**src/rtl/blink_ctrl_pkg.sv**
```systemverilog
// Shared types and constants for the blink controller.
// Included by blink_ctrl, its interface and period_counter.
package blink_pkg;

    typedef enum logic [1:0] {
        IDLE,
        RUN,
        PAUSE
    } state_t;

    localparam int unsigned WIDTH_DEFAULT = 26;
    localparam int unsigned PERIOD_1S     = 50_000_000;

endpackage

```
**src/rtl/blink_ctrl_if.sv**
```systemverilog
// Control/status bundle between a host and blink_ctrl.
// master drives the requests, slave returns count and status.
interface blink_ctrl_if
    import blink_pkg::*;
#(
    parameter int unsigned WIDTH = WIDTH_DEFAULT
);

    logic             START;
    logic             STOP;
    logic             LD_PERIOD;
    logic [WIDTH-1:0] PERIOD_IN;
    logic [WIDTH-1:0] COUNT;
    logic             LED_OUT;
    logic             TICK;
    logic             BUSY;

    modport master (
        output START,
        output STOP,
        output LD_PERIOD,
        output PERIOD_IN,
        input  COUNT,
        input  LED_OUT,
        input  TICK,
        input  BUSY
    );

    modport slave (
        input  START,
        input  STOP,
        input  LD_PERIOD,
        input  PERIOD_IN,
        output COUNT,
        output LED_OUT,
        output TICK,
        output BUSY
    );

endinterface

```
**src/rtl/blink_ctrl_period_counter.sv**
```systemverilog
// Free-running period counter with enable, sync clear and
// terminal-count flag; wraps to 0 after reaching last.
module period_counter
    import blink_pkg::*;
#(
    parameter int unsigned WIDTH = WIDTH_DEFAULT
) (
    input  logic             CLK,
    input  logic             RST,
    input  logic             clr,
    input  logic             en,
    input  logic [WIDTH-1:0] last,
    output logic [WIDTH-1:0] count,
    output logic             tc
);

    // >= rather than == so a stale count can never run past last
    assign tc = (count >= last);

    always_ff @(posedge CLK) begin
        if (RST || clr) begin
            count <= '0;
        end else if (en) begin
            count <= tc ? '0 : count + WIDTH'(1);
        end
    end

endmodule

```
**src/rtl/blink_ctrl.sv**
```systemverilog
// Blink controller: IDLE/RUN/PAUSE FSM, shadowed period, LED, TICK.
// Optional TOGGLE_OUT divider when BLINK_CTRL_TOGGLE_EN is defined.
module blink_ctrl
    import blink_pkg::*;
#(
    parameter int unsigned      WIDTH          = WIDTH_DEFAULT,
    parameter logic [WIDTH-1:0] DEFAULT_PERIOD = WIDTH'(PERIOD_1S)
) (
    input  logic        CLK,
    input  logic        RST,
`ifdef BLINK_CTRL_TOGGLE_EN
    output logic        TOGGLE_OUT,
`endif
    blink_ctrl_if.slave bus
);

    state_t           st_q;
    logic [WIDTH-1:0] per_q;
    logic [WIDTH-1:0] shd_q;
    logic [WIDTH-1:0] per_nx;
    logic [WIDTH-1:0] shd_nx;
    logic [WIDTH-1:0] count;
    logic [WIDTH-1:0] last;
    logic             tc;
    logic             tick_q;
    logic             busy_q;
    logic             ld_ok;
    logic             cnt_en;
    logic             wrap;
    logic             abort;
    logic             clr;

    always_comb begin
        ld_ok  = bus.LD_PERIOD && (bus.PERIOD_IN >= WIDTH'(2));
        cnt_en = (st_q == RUN) && !bus.STOP;
        wrap   = cnt_en && tc;
        abort  = (st_q == PAUSE) && bus.STOP;
        shd_nx = ld_ok ? bus.PERIOD_IN : shd_q;
        per_nx = per_q;
        // While running, a new period waits in the shadow for the wrap
        if (st_q != RUN && ld_ok) begin
            per_nx = bus.PERIOD_IN;
        end else if (wrap) begin
            per_nx = shd_nx;
        end
        clr = (st_q == IDLE) || abort ||
              ((st_q == PAUSE) && bus.START &&
               (count >= per_nx));
    end

    assign last = per_q - WIDTH'(1);

    period_counter #(
        .WIDTH (WIDTH)
    ) u_cnt (
        .CLK   (CLK),
        .RST   (RST),
        .clr   (clr),
        .en    (cnt_en),
        .last  (last),
        .count (count),
        .tc    (tc)
    );

    always_ff @(posedge CLK) begin
        if (RST) begin
            st_q   <= IDLE;
            busy_q <= 1'b0;
            tick_q <= 1'b0;
            per_q  <= DEFAULT_PERIOD;
            shd_q  <= DEFAULT_PERIOD;
        end else begin
            per_q  <= per_nx;
            shd_q  <= shd_nx;
            tick_q <= wrap;
            unique case (1'b1)
                (st_q == IDLE): begin
                    if (bus.START && !bus.STOP) begin
                        st_q   <= RUN;
                        busy_q <= 1'b1;
                    end
                end
                (st_q == RUN): begin
                    if (bus.STOP) begin
                        st_q <= PAUSE;
                    end
                end
                (st_q == PAUSE): begin
                    if (bus.STOP) begin
                        st_q   <= IDLE;
                        busy_q <= 1'b0;
                    end else if (bus.START) begin
                        st_q <= RUN;
                    end
                end
                default: begin
                    st_q   <= IDLE;
                    busy_q <= 1'b0;
                end
            endcase
        end
    end

    assign bus.COUNT   = count;
    assign bus.TICK    = tick_q;
    assign bus.BUSY    = busy_q;
    assign bus.LED_OUT = busy_q && (count >= (per_q >> 1));

`ifdef BLINK_CTRL_TOGGLE_EN
    logic tog_q;

    always_ff @(posedge CLK) begin
        if (RST || abort) begin
            tog_q <= 1'b0;
        end else if (tick_q) begin
            tog_q <= ~tog_q;
        end
    end

    assign TOGGLE_OUT = tog_q;
`endif

endmodule

```
**src/flat_wrapper.sv**
```systemverilog
// flat-port wrapper written by rule: the top's interface ports become plain ports
module blink_ctrl_flat import blink_pkg::*;
#(
    parameter int unsigned      WIDTH          = WIDTH_DEFAULT,
    parameter logic [WIDTH-1:0] DEFAULT_PERIOD = WIDTH'(PERIOD_1S)
)
  (CLK, RST, bus_START, bus_STOP, bus_LD_PERIOD, bus_PERIOD_IN, bus_COUNT, bus_LED_OUT, bus_TICK, bus_BUSY);
  blink_ctrl_if #(.WIDTH(WIDTH)) bus_i ();
  input  logic CLK;
  input  logic RST;
  input wire logic [$bits(bus_i.START)-1:0] bus_START;
  input wire logic [$bits(bus_i.STOP)-1:0] bus_STOP;
  input wire logic [$bits(bus_i.LD_PERIOD)-1:0] bus_LD_PERIOD;
  input wire logic [$bits(bus_i.PERIOD_IN)-1:0] bus_PERIOD_IN;
  output wire logic [$bits(bus_i.COUNT)-1:0] bus_COUNT;
  output wire logic [$bits(bus_i.LED_OUT)-1:0] bus_LED_OUT;
  output wire logic [$bits(bus_i.TICK)-1:0] bus_TICK;
  output wire logic [$bits(bus_i.BUSY)-1:0] bus_BUSY;
  assign bus_i.START = bus_START;
  assign bus_i.STOP = bus_STOP;
  assign bus_i.LD_PERIOD = bus_LD_PERIOD;
  assign bus_i.PERIOD_IN = bus_PERIOD_IN;
  assign bus_COUNT = bus_i.COUNT;
  assign bus_LED_OUT = bus_i.LED_OUT;
  assign bus_TICK = bus_i.TICK;
  assign bus_BUSY = bus_i.BUSY;
  blink_ctrl #(.WIDTH(WIDTH), .DEFAULT_PERIOD(DEFAULT_PERIOD)) u_core (.CLK(CLK), .RST(RST), .bus(bus_i));
endmodule
```
**config.mk**
```make
export PLATFORM = sky130hd
export DESIGN_NAME = blink_ctrl_flat
export DESIGN_NICKNAME = d
export VERILOG_FILES = /design/src/rtl/blink_ctrl_pkg.sv /design/src/rtl/blink_ctrl_if.sv /design/src/rtl/blink_ctrl_period_counter.sv /design/src/rtl/blink_ctrl.sv /design/src/flat_wrapper.sv
export SDC_FILE = /design/constraint.sdc
export NUM_CORES = 1
export LEC_CHECK = 0
export ABC_CLOCK_PERIOD_IN_PS = 13960
export BUFFER_PORTS_ARGS = -buffer_cell sky130_fd_sc_hd__buf_2
export CORE_AREA = 2 2 107 109
export DETAILED_ROUTE_END_ITERATION = 10
export DIE_AREA = 0 0 109 111
export GPL_TIMING_DRIVEN = 1
export PLACE_DENSITY = 0.74
export SETUP_SLACK_MARGIN = 0.05
export SYNTH_ARGS = -nofsm -noshare
export SYNTH_HDL_FRONTEND = slang
export SYNTH_SLANG_ARGS = --single-unit
```
**constraint.sdc**
```tcl
create_clock -name CLK -period 13.96 [get_ports CLK]
set_clock_uncertainty 0.15 [all_clocks]
set_input_delay 4.188 -clock CLK [delete_from_list [all_inputs] [get_ports CLK]]
set_output_delay 4.188 -clock CLK [all_outputs]
set_load 0.1 [all_outputs]
```
# ---- Word-level counts from Yosys, hierarchy flattened
# Index checks and enable logic that the tools add are counted.
# W data, S select, Z words.
dict set report op_classes {
  bitwise_logic 1
  muxes 12
  add_sub_neg 2
  eq_ne 7
  order_cmp 4
  reduce_logical 16
}
# op count
set ops {}
lappend ops {{$mux W26} 4}
lappend ops {{$ge A26 B26 Y1} 2}
lappend ops {{$add A26 B1 Y26 const B} 1}
lappend ops {{$ge A26 B2 Y1 const B} 1}
lappend ops {{$ge A26 B25 Y1} 1}
lappend ops {{$sub A26 B1 Y26 const B} 1}
lappend ops {{$logic_and A1 B1 Y1} 9}
lappend ops {{$mux W2} 4}
lappend ops {{$ne A2 B2 Y1 const B} 3}
lappend ops {{$pmux W2 S3} 1}
lappend ops {{$reduce_and A3 Y1} 2}
lappend ops {{$logic_or A1 B1 Y1} 3}
lappend ops {{$ne A3 B3 Y1 const B} 1}
lappend ops {{$pmux W1 S3} 1}
lappend ops {{$eq A2 B1 Y1 const B} 1}
lappend ops {{$eq A2 B2 Y1 const B} 1}
lappend ops {{$logic_not A2 Y1} 1}
lappend ops {{$mux W1} 2}
lappend ops {{$ne A2 B1 Y1 const B} 1}
lappend ops {{$logic_not A1 Y1} 1}
lappend ops {{$not A1 Y1} 1}
dict set report word_totals {
  regBits 82
  input_bits 31
}

# ---- Depth between registers and ports, before layout
# Gate-level depths: netlist (run 1).
dict set report depth {
  depth_word 9
  ltp_mapped 26
  depth_no_buf 23
}

# ---- By module
# From an unflattened synthesis (run 1), not the netlist that was laid out.
dict set report hier_totals {
  cells_unflattened 824
  area_unflattened_um2 6723.9
}
# module area_each_um2 cells_per_inst n_inst seq_area_each_um2
set modules_own_cells {}
lappend modules_own_cells {blink_ctrl 4678.2 593 1 1121.1}
lappend modules_own_cells {period_counter 2045.7 231 1 520.5}

# ---- Worst setup path after synthesis (run 1)
# Ideal clock, no wire load.
dict set report synth_timing {
  kind {input port to flip-flop}
  startpoint {input bus_PERIOD_IN[2]}
  endpoint {register u_core.u_cnt.count[10]}
  setup_time_ns 0.133
  t_arrival_ns 7.254
  n_path_buf 2
  path_stages 16
  setup_slack_ns 6.422
  t_required_ns 13.677
  path_cell_list {nor4_1 -> nand4_1 -> o21a_1 -> nand2_1 -> clkbuf_1 -> nand3_1 -> and3_1 -> ha_1 -> a21o_1 -> a21o_1 -> a21oi_1 -> o311ai_0 -> nor2_1 -> a221oi_2 -> clkbuf_1 -> nor4_1}
}
dict set report synth_between {
  elab_chain_len 9
}
# element line
set synth_rtl {}
lappend synth_rtl {{from (decl)} flat_wrapper.sv:14} ;# input wire logic [$bits(bus_i.PERIOD_IN)-1:0] bus_PERIOD_IN;
lappend synth_rtl {{$ge A26 B2 Y1} blink_ctrl.sv:34} ;# ld_ok = bus.LD_PERIOD && (bus.PERIOD_IN >= WIDTH'(2));
lappend synth_rtl {{$logic_and A1 B1 Y1} blink_ctrl.sv:34}
lappend synth_rtl {{$mux W26} blink_ctrl.sv:38} ;# shd_nx = ld_ok ? bus.PERIOD_IN : shd_q;
lappend synth_rtl {{$mux W26} blink_ctrl.sv:43} ;# end else if (wrap) begin
lappend synth_rtl {{$mux W26 (*)} blink_ctrl.sv:41} ;# if (st_q != RUN && ld_ok) begin
lappend synth_rtl {{$ge A26 B26 Y1 (*)} blink_ctrl.sv:48} ;# (count >= per_nx));
lappend synth_rtl {{$logic_and A1 B1 Y1 (*)} blink_ctrl.sv:47} ;# ((st_q == PAUSE) && bus.START &&
lappend synth_rtl {{$logic_or A1 B1 Y1 (*)} blink_ctrl.sv:46} ;# clr = (st_q == IDLE) || abort ||
lappend synth_rtl {{$logic_or A1 B1 Y1 (*)} blink_ctrl_period_counter.sv:21} ;# if (RST || clr) begin
lappend synth_rtl {{to (signal assigned)} blink_ctrl_period_counter.sv:24} ;# count <= tc ? '0 : count + WIDTH'(1);
lappend synth_rtl {{to (decl)} blink_ctrl_period_counter.sv:13} ;# output logic [WIDTH-1:0] count,
# Every way passes the cells marked *; elsewhere a longest branch is shown, timed or not.
# A chain may end at the register's enable or synchronous reset.

# ---- Worst setup path after layout (run 1)
dict set report layout_timing {
  startpoint {input bus_PERIOD_IN[21]}
  endpoint {register u_core.u_cnt.count[18]}
}
# Same word-level chain as after synthesis.

==> results of run 1 <==
## critical path, stage by stage
cell	delay [ps]
buf_2	120
nor4_1	340
nand3_1	240
o21a_1	520
nand2_1	780
nand2_1	110
mux2i_1	200
a21oi_1	70
ha_1	300
a21o_1	190
a21o_1	170
a21oi_1	240
o311ai_0	180
nor2_1	170
a221oi_2	90
buf_4	240
nor4_1	300
## registers in the layout (all words and copies together) (netlist names)
signal and cells:
u_core.bus.BUSY 1, u_core.u_cnt.count 26, u_core.shd_q 26, u_core.bus.TICK 1
u_core.st_q 2, u_core.per_q 26
## cell type report
class / instances / area [µm²] / share of cell area (%)
clock buffer: 10 / 229.0 / 3.496
clock inverter: 6 / 66.31 / 1.012
inverter: 35 / 131.4 / 2.006
multi-input combinational: 581 / 3963 / 60.50
sequential: 82 / 1642 / 25.06
tap: 143 / 178.9 / 2.732
timing repair buffer: 65 / 340.3 / 5.196
## routing by layer
layer  up-vias  GRT usage [%]  routed length [µm]
met5         -              0                   0
met4         0          11.71                 430
met3        25          4.115                1029
met2       222          41.49                7387
met1      2659          37.91                7309
li1       2747              -                   -
## kinds of logic (layout without fill, tap and decap cells)
logic type / Yosys count / in the layout / share of synthesized area [%]
AOI/OAI and AO/OA: 143 / 143 / 15.67
muxes: 13 / 13 / 2.218
buffers and inverters: 63 / 116 / 4.542
and+or+nand+nor: 300 / 300 / 25.87
adders and majority gates: 79 / 79 / 16.85
DFF: 82 / 82 / 27.98
xor gates and xnor gates: 46 / 46 / 6.867
## worst paths after layout
check,startpoint,to,slack [ps],cells past startpoint
max,bus_PERIOD_IN[21],u_core.u_cnt.count[18],5580,17
min,u_core.shd_q[14],u_core.shd_q[14],290,2
max reg2reg,u_core.per_q[3],u_core.u_cnt.count[18],7260,24
min reg2reg,u_core.shd_q[14],u_core.shd_q[14],290,2
## cells in the final DEF (no fill, tap or decap), drive strengths merged, types with 12 or more instances in the layout
cell type and count:
a21oi 65, a211o 12, and3 18, nand4 30
dfxtp 82, nor2 31, xnor2 36, inv 36
ha 79, nand2 109, mux2i 13, nor4 36
buf 65, o21ai 15, a21o 17, nand3 39
a31oi 16
## power groups by stage
stage	combinational (mW)	clock [mW]	sequential, mW
after CTS	0.0929	0.244	0.254
after detailed placement	0.0923	0	0.260
after global routing	0.105	0.252	0.256
after floorplan	0.0658	0	0.258
final	0.0939	0.241	0.255
after global placement	0.0882	0	0.259
## per-stage QoR
step,cells,hold WS [ps],setup WS [ps]
after CTS,922,296.2,5641
after global routing,922,322.7,5289
after floorplan,726,259.0,6422
after detailed placement,906,280.1,5268
after global placement,906,268.7,5426
final,922,292.0,5578
==> impl_metrics.tcl, run 1 <==
set metrics [dict create \
    worstSetupEndpointType "flip-flop" \
    clk_pin_slew_ps 60 \
    io_buffers 59 \
    antenna_found_initial 0 \
    synthTopCellsByCount "nand2_1, dfxtp_1, ha_1" \
    max_slew.worst_pin.slew_ps 984.3 \
    synthArstFlopShare_pct 0 \
    fin_area_mm2 0.006550 \
    synth_top_area_share_pct 27.98 \
    irDropWorstVdd_mv 0.07183 \
    dp_hpwl_mm 12.27 \
    status "finished, final reports clean" \
    numCtsBuffers 9 \
    p_comb_share_pct 15.9 \
    setup_viol 0 \
    ys_seq_area_share_pct 27.98 \
    synth_edf_count 0 \
    nNetsFinal 884 \
    crit_required_ps 14060 \
    drc 0 \
    n_fill_cell 986 \
    postCtsSetupRepairBufs 0 \
    synth_top_area_cell "dfxtp_1" \
    cp_max_fo 26 \
    hold_violations 0 \
    dieHeight_um 111 \
    rows 39 \
    h-tree-depth 3 \
    crit_arrival_ps 8480 \
    power_per_cell_area_mw_per_mm2 90.01 \
    dieArea_mm2 0.01210 \
    leakage_nw 3.018 \
    synth_cells 726 \
    vias 5653 \
    cts_resized 0 \
    yosys_warnings 0 \
    maxSlewHeadroom_pct 34.38 \
    clock-sinks 82 \
    switchingPower_mw 0.1692 \
    finish.utilization_pct 59.13 \
    via_per_inst 6.131 \
    placed_area_mm2 0.006255 \
    overflow 0 \
    insertion_delay_ps 350 \
    area_growth_pct 11.64 \
    ant_nets 0 \
    synth_top_flop_cell "dfxtp_1" \
    clkPwrFrac_pct 40.8 \
    finalCritPeriodShare_pct 60.04 \
    grt_pass1_vias 5359 \
    power_mw 0.5895 \
    diodes 0 \
    netlist_area_mm2 0.005867 \
    syn_area_per_cell_um2 8.081 \
    path_class "in2reg" \
    cts_buffer_depth 2 \
    die_x_um 109 \
    p_int_mw 0.4203 \
    fin_crit_ps 8382 \
    pwr-share-seq_pct 43.2 \
    yosysMostFrequentCell "nand2_1" \
    hold_class "reg2reg" \
    fmax_mhz 119.3 \
    slew_viol_final 0 \
    setup_tns_ps 0 \
    synthTopCellsByArea "dfxtp_1, ha_1, nand2_1, a21oi_1, xnor2_1" \
    cts_tree "yes" \
    synth_cell_types 51 \
    dr.pass1.iters 5 \
    layout-drive-gt1-share_pct 11.94 \
    clockRootBuffer "clkbuf_16" \
    p_sw_share_pct 28.70 \
    syn_nets 836 \
    max_cap_viol_count 0 \
    wl_per_cell_um 17.52 \
    postCtsHoldBufs 0 \
    coreArea_mm2 0.01108 \
    gp_congestion 0.9580 \
    initialDrtViolationCount 327 \
    initial_utilization_pct 52.97 \
    grt_pass1_wl_mm 25.95 \
    cp-start-kind "input pin" \
    routed_wl_mm 16.16 \
    ioPinCount 60 \
    ys_seq_elements 82 \
    grt_max_degree 57 \
    rsz0062_at_grt "false" \
    groute.usage.overall_pct 27.24 \
]
Note: power is estimated with default switching activity, not from simulation.
==> run 2, diff against run 1 <==
- ABC_CLOCK_PERIOD_IN_PS: 13960 -> 8300
- clock period: 13.96 -> 8.3 ns (I/O delays scaled with it)
==> run 2 against run 1 <==
Sequential power rose by 68%. Die area unchanged. Hold slack improved by 1.4 ps. Count of clock-buffer cells in the layout grew 1. Highest routed layer unchanged. Wire length rose by 0.32%. Non-clock buffer count stayed put.
==> impl_metrics.tcl, run 2 (synthesized netlist as in run 1, its figures left out) <==
set metrics [dict create \
    cts_buffer_depth 2 \
    worstHoldPathCells 2 \
    layout_common_cells "nand2_1, dfxtp_1, ha_1" \
    dp_worst_setup_slack_ps 1263 \
    insertion_delay_ps 350 \
    io_buffers 59 \
    routed_wl_mm 16.21 \
    antenna_found_initial 0 \
    power_mw 0.9875 \
    wl_met1_mm 7.406 \
    grt_pass1_wl_mm 26.12 \
    max_slew.worst_pin.slew_ps 989.2 \
    vias 5656 \
    finalCritPeriodShare_pct 82.86 \
    nNetsFinal 884 \
    initialDrtViolationCount 461 \
    irDropWorstVdd_mv 0.1059 \
    path_class "reg2reg" \
    layout-drive-gt1-share_pct 11.70 \
    fmax_mhz 145.4 \
    dp_cells 906 \
    postCtsHoldBufs 0 \
    crit_required_ps 8390 \
    postCtsSetupRepairBufs 0 \
    clockRootBuffer "clkbuf_16" \
    area_growth_pct 11.49 \
    regArea_mm2 0.001642 \
    setup_slack_ps 1423 \
    numCtsBuffers 9 \
    grt_max_degree 57 \
    cp_max_fo 26 \
    ant_nets 0 \
    ioPinCount 60 \
    routed-wl-met2_mm 7.285 \
    setup_tns_ps 0 \
    rsz0062_at_grt "false" \
    stdcell_count 921 \
    reg_top3 "u_core.per_q x26, u_core.shd_q x26, u_core.u_cnt.count x26" \
    dieHeight_um 111 \
    multi_input_area_mm2 0.003963 \
    hold_violations 0 \
    diodes 0 \
    drc 0 \
    dieArea_mm2 0.01210 \
    max_cap_viol_count 0 \
    status "finished, final reports clean" \
    maxSlewHeadroom_pct 34.06 \
    ff2ff_path_depth 24 \
    power_per_cell_area_mw_per_mm2 151.0 \
    die_x_um 109 \
    leakage_nw 3.003 \
    crit_arrival_ps 6960 \
    cts_tree "yes" \
    slew_viol_final 0 \
    coreArea_mm2 0.01108 \
    clk_pin_slew_ps 60 \
    rows 39 \
    groute.usage.overall_pct 27.49 \
    wl_per_cell_um 17.60 \
    n_fill_cell 988 \
    hold_class "reg2reg" \
    via_per_inst 6.141 \
    final_common_cell "nand2_1" \
    grt_pass1_vias 5288 \
    clock-sinks 82 \
    initial_utilization_pct 52.97 \
    dp_hpwl_mm 12.51 \
    overflow 0 \
    fin_crit_ps 6877 \
    worstSetupEndpointType "flip-flop" \
    gp_congestion 0.9853 \
    h-tree-depth 3 \
    cts_resized 0 \
    setup_viol 0 \
    cp-start-kind "flip-flop" \
    top_layer "met4" \
    dr.pass1.iters 5 \
    wl_met3_um 990 \
]
run 2: cell types whose count changed in the layout (fill, tap and decap cells not counted), sizes merged:
cell	before	now
inv	36	35
clkinv	4	1
clkinvlp	0	2
clkbuf	10	11
run 2: critical path, stage by stage, from the launching register on:
cell and delay (ps):
dfxtp_1 350, nor4_2 600, nand4_1 280, nor2_1 390
nand2_1 130, nor4_1 290, xnor2_1 170, ha_1 290
nand4_2 180, nor4_2 90, and4_4 210, a2111oi_4 500
a31o_1 700, buf_4 350, nand3_1 120, and3_1 240
ha_1 310, nand2_1 100, nand3_1 80, nor3_1 230
a21oi_1 120, o21ai_0 220, a221oi_2 110, buf_4 230
nor4_1 330
run 2: metal layers:
layer | vias up | GRT usage, %
li1 | 2755 | -
met1 | 2666 | 37.80
met2 | 195 | 42.07
met3 | 40 | 4.468
met4 | 0 | 12.05
met5 | - | 0
run 2: cell type report:
class | count | area share (%)
clock buffers | 11 | 3.558
multi-input cells | 581 | 60.58
inverters | 35 | 2.008
well taps | 143 | 2.735
clock inverters | 4 | 0.8225
repair buffers | 65 | 5.203
flip-flops and latches | 82 | 25.10
run 2: where the power goes:
group / leakage (nW) / internal, mW / switching (mW) / total [mW]
Sequential: 0.673 / 0.411 / 0.0174 / 0.429
Clock: 0.132 / 0.232 / 0.167 / 0.399
Combinational: 2.20 / 0.0618 / 0.0980 / 0.160
Total: 3.00 / 0.705 / 0.282 / 0.987
run 2: metrics by stage:
stage / hold WS [ps] / utilization (%) / area (µm²)
global route: 310.4 / 59.05 / 6541
global placement: 267.3 / 56.47 / 6255
CTS: 294.5 / 59.05 / 6541
floorplan: 259.0 / - / 5867
finish: 293.3 / 59.05 / 6541
detailed placement: 280.5 / 56.47 / 6255
run 2: worst paths after layout:
path | startpoint | end | slack [ps]
max | u_core.per_q[5] | u_core.u_cnt.count[14] | 1420
min | u_core.shd_q[14] | u_core.shd_q[14] | 290
max reg2reg | u_core.per_q[5] | u_core.u_cnt.count[14] | 1420
min reg2reg | u_core.shd_q[14] | u_core.shd_q[14] | 290
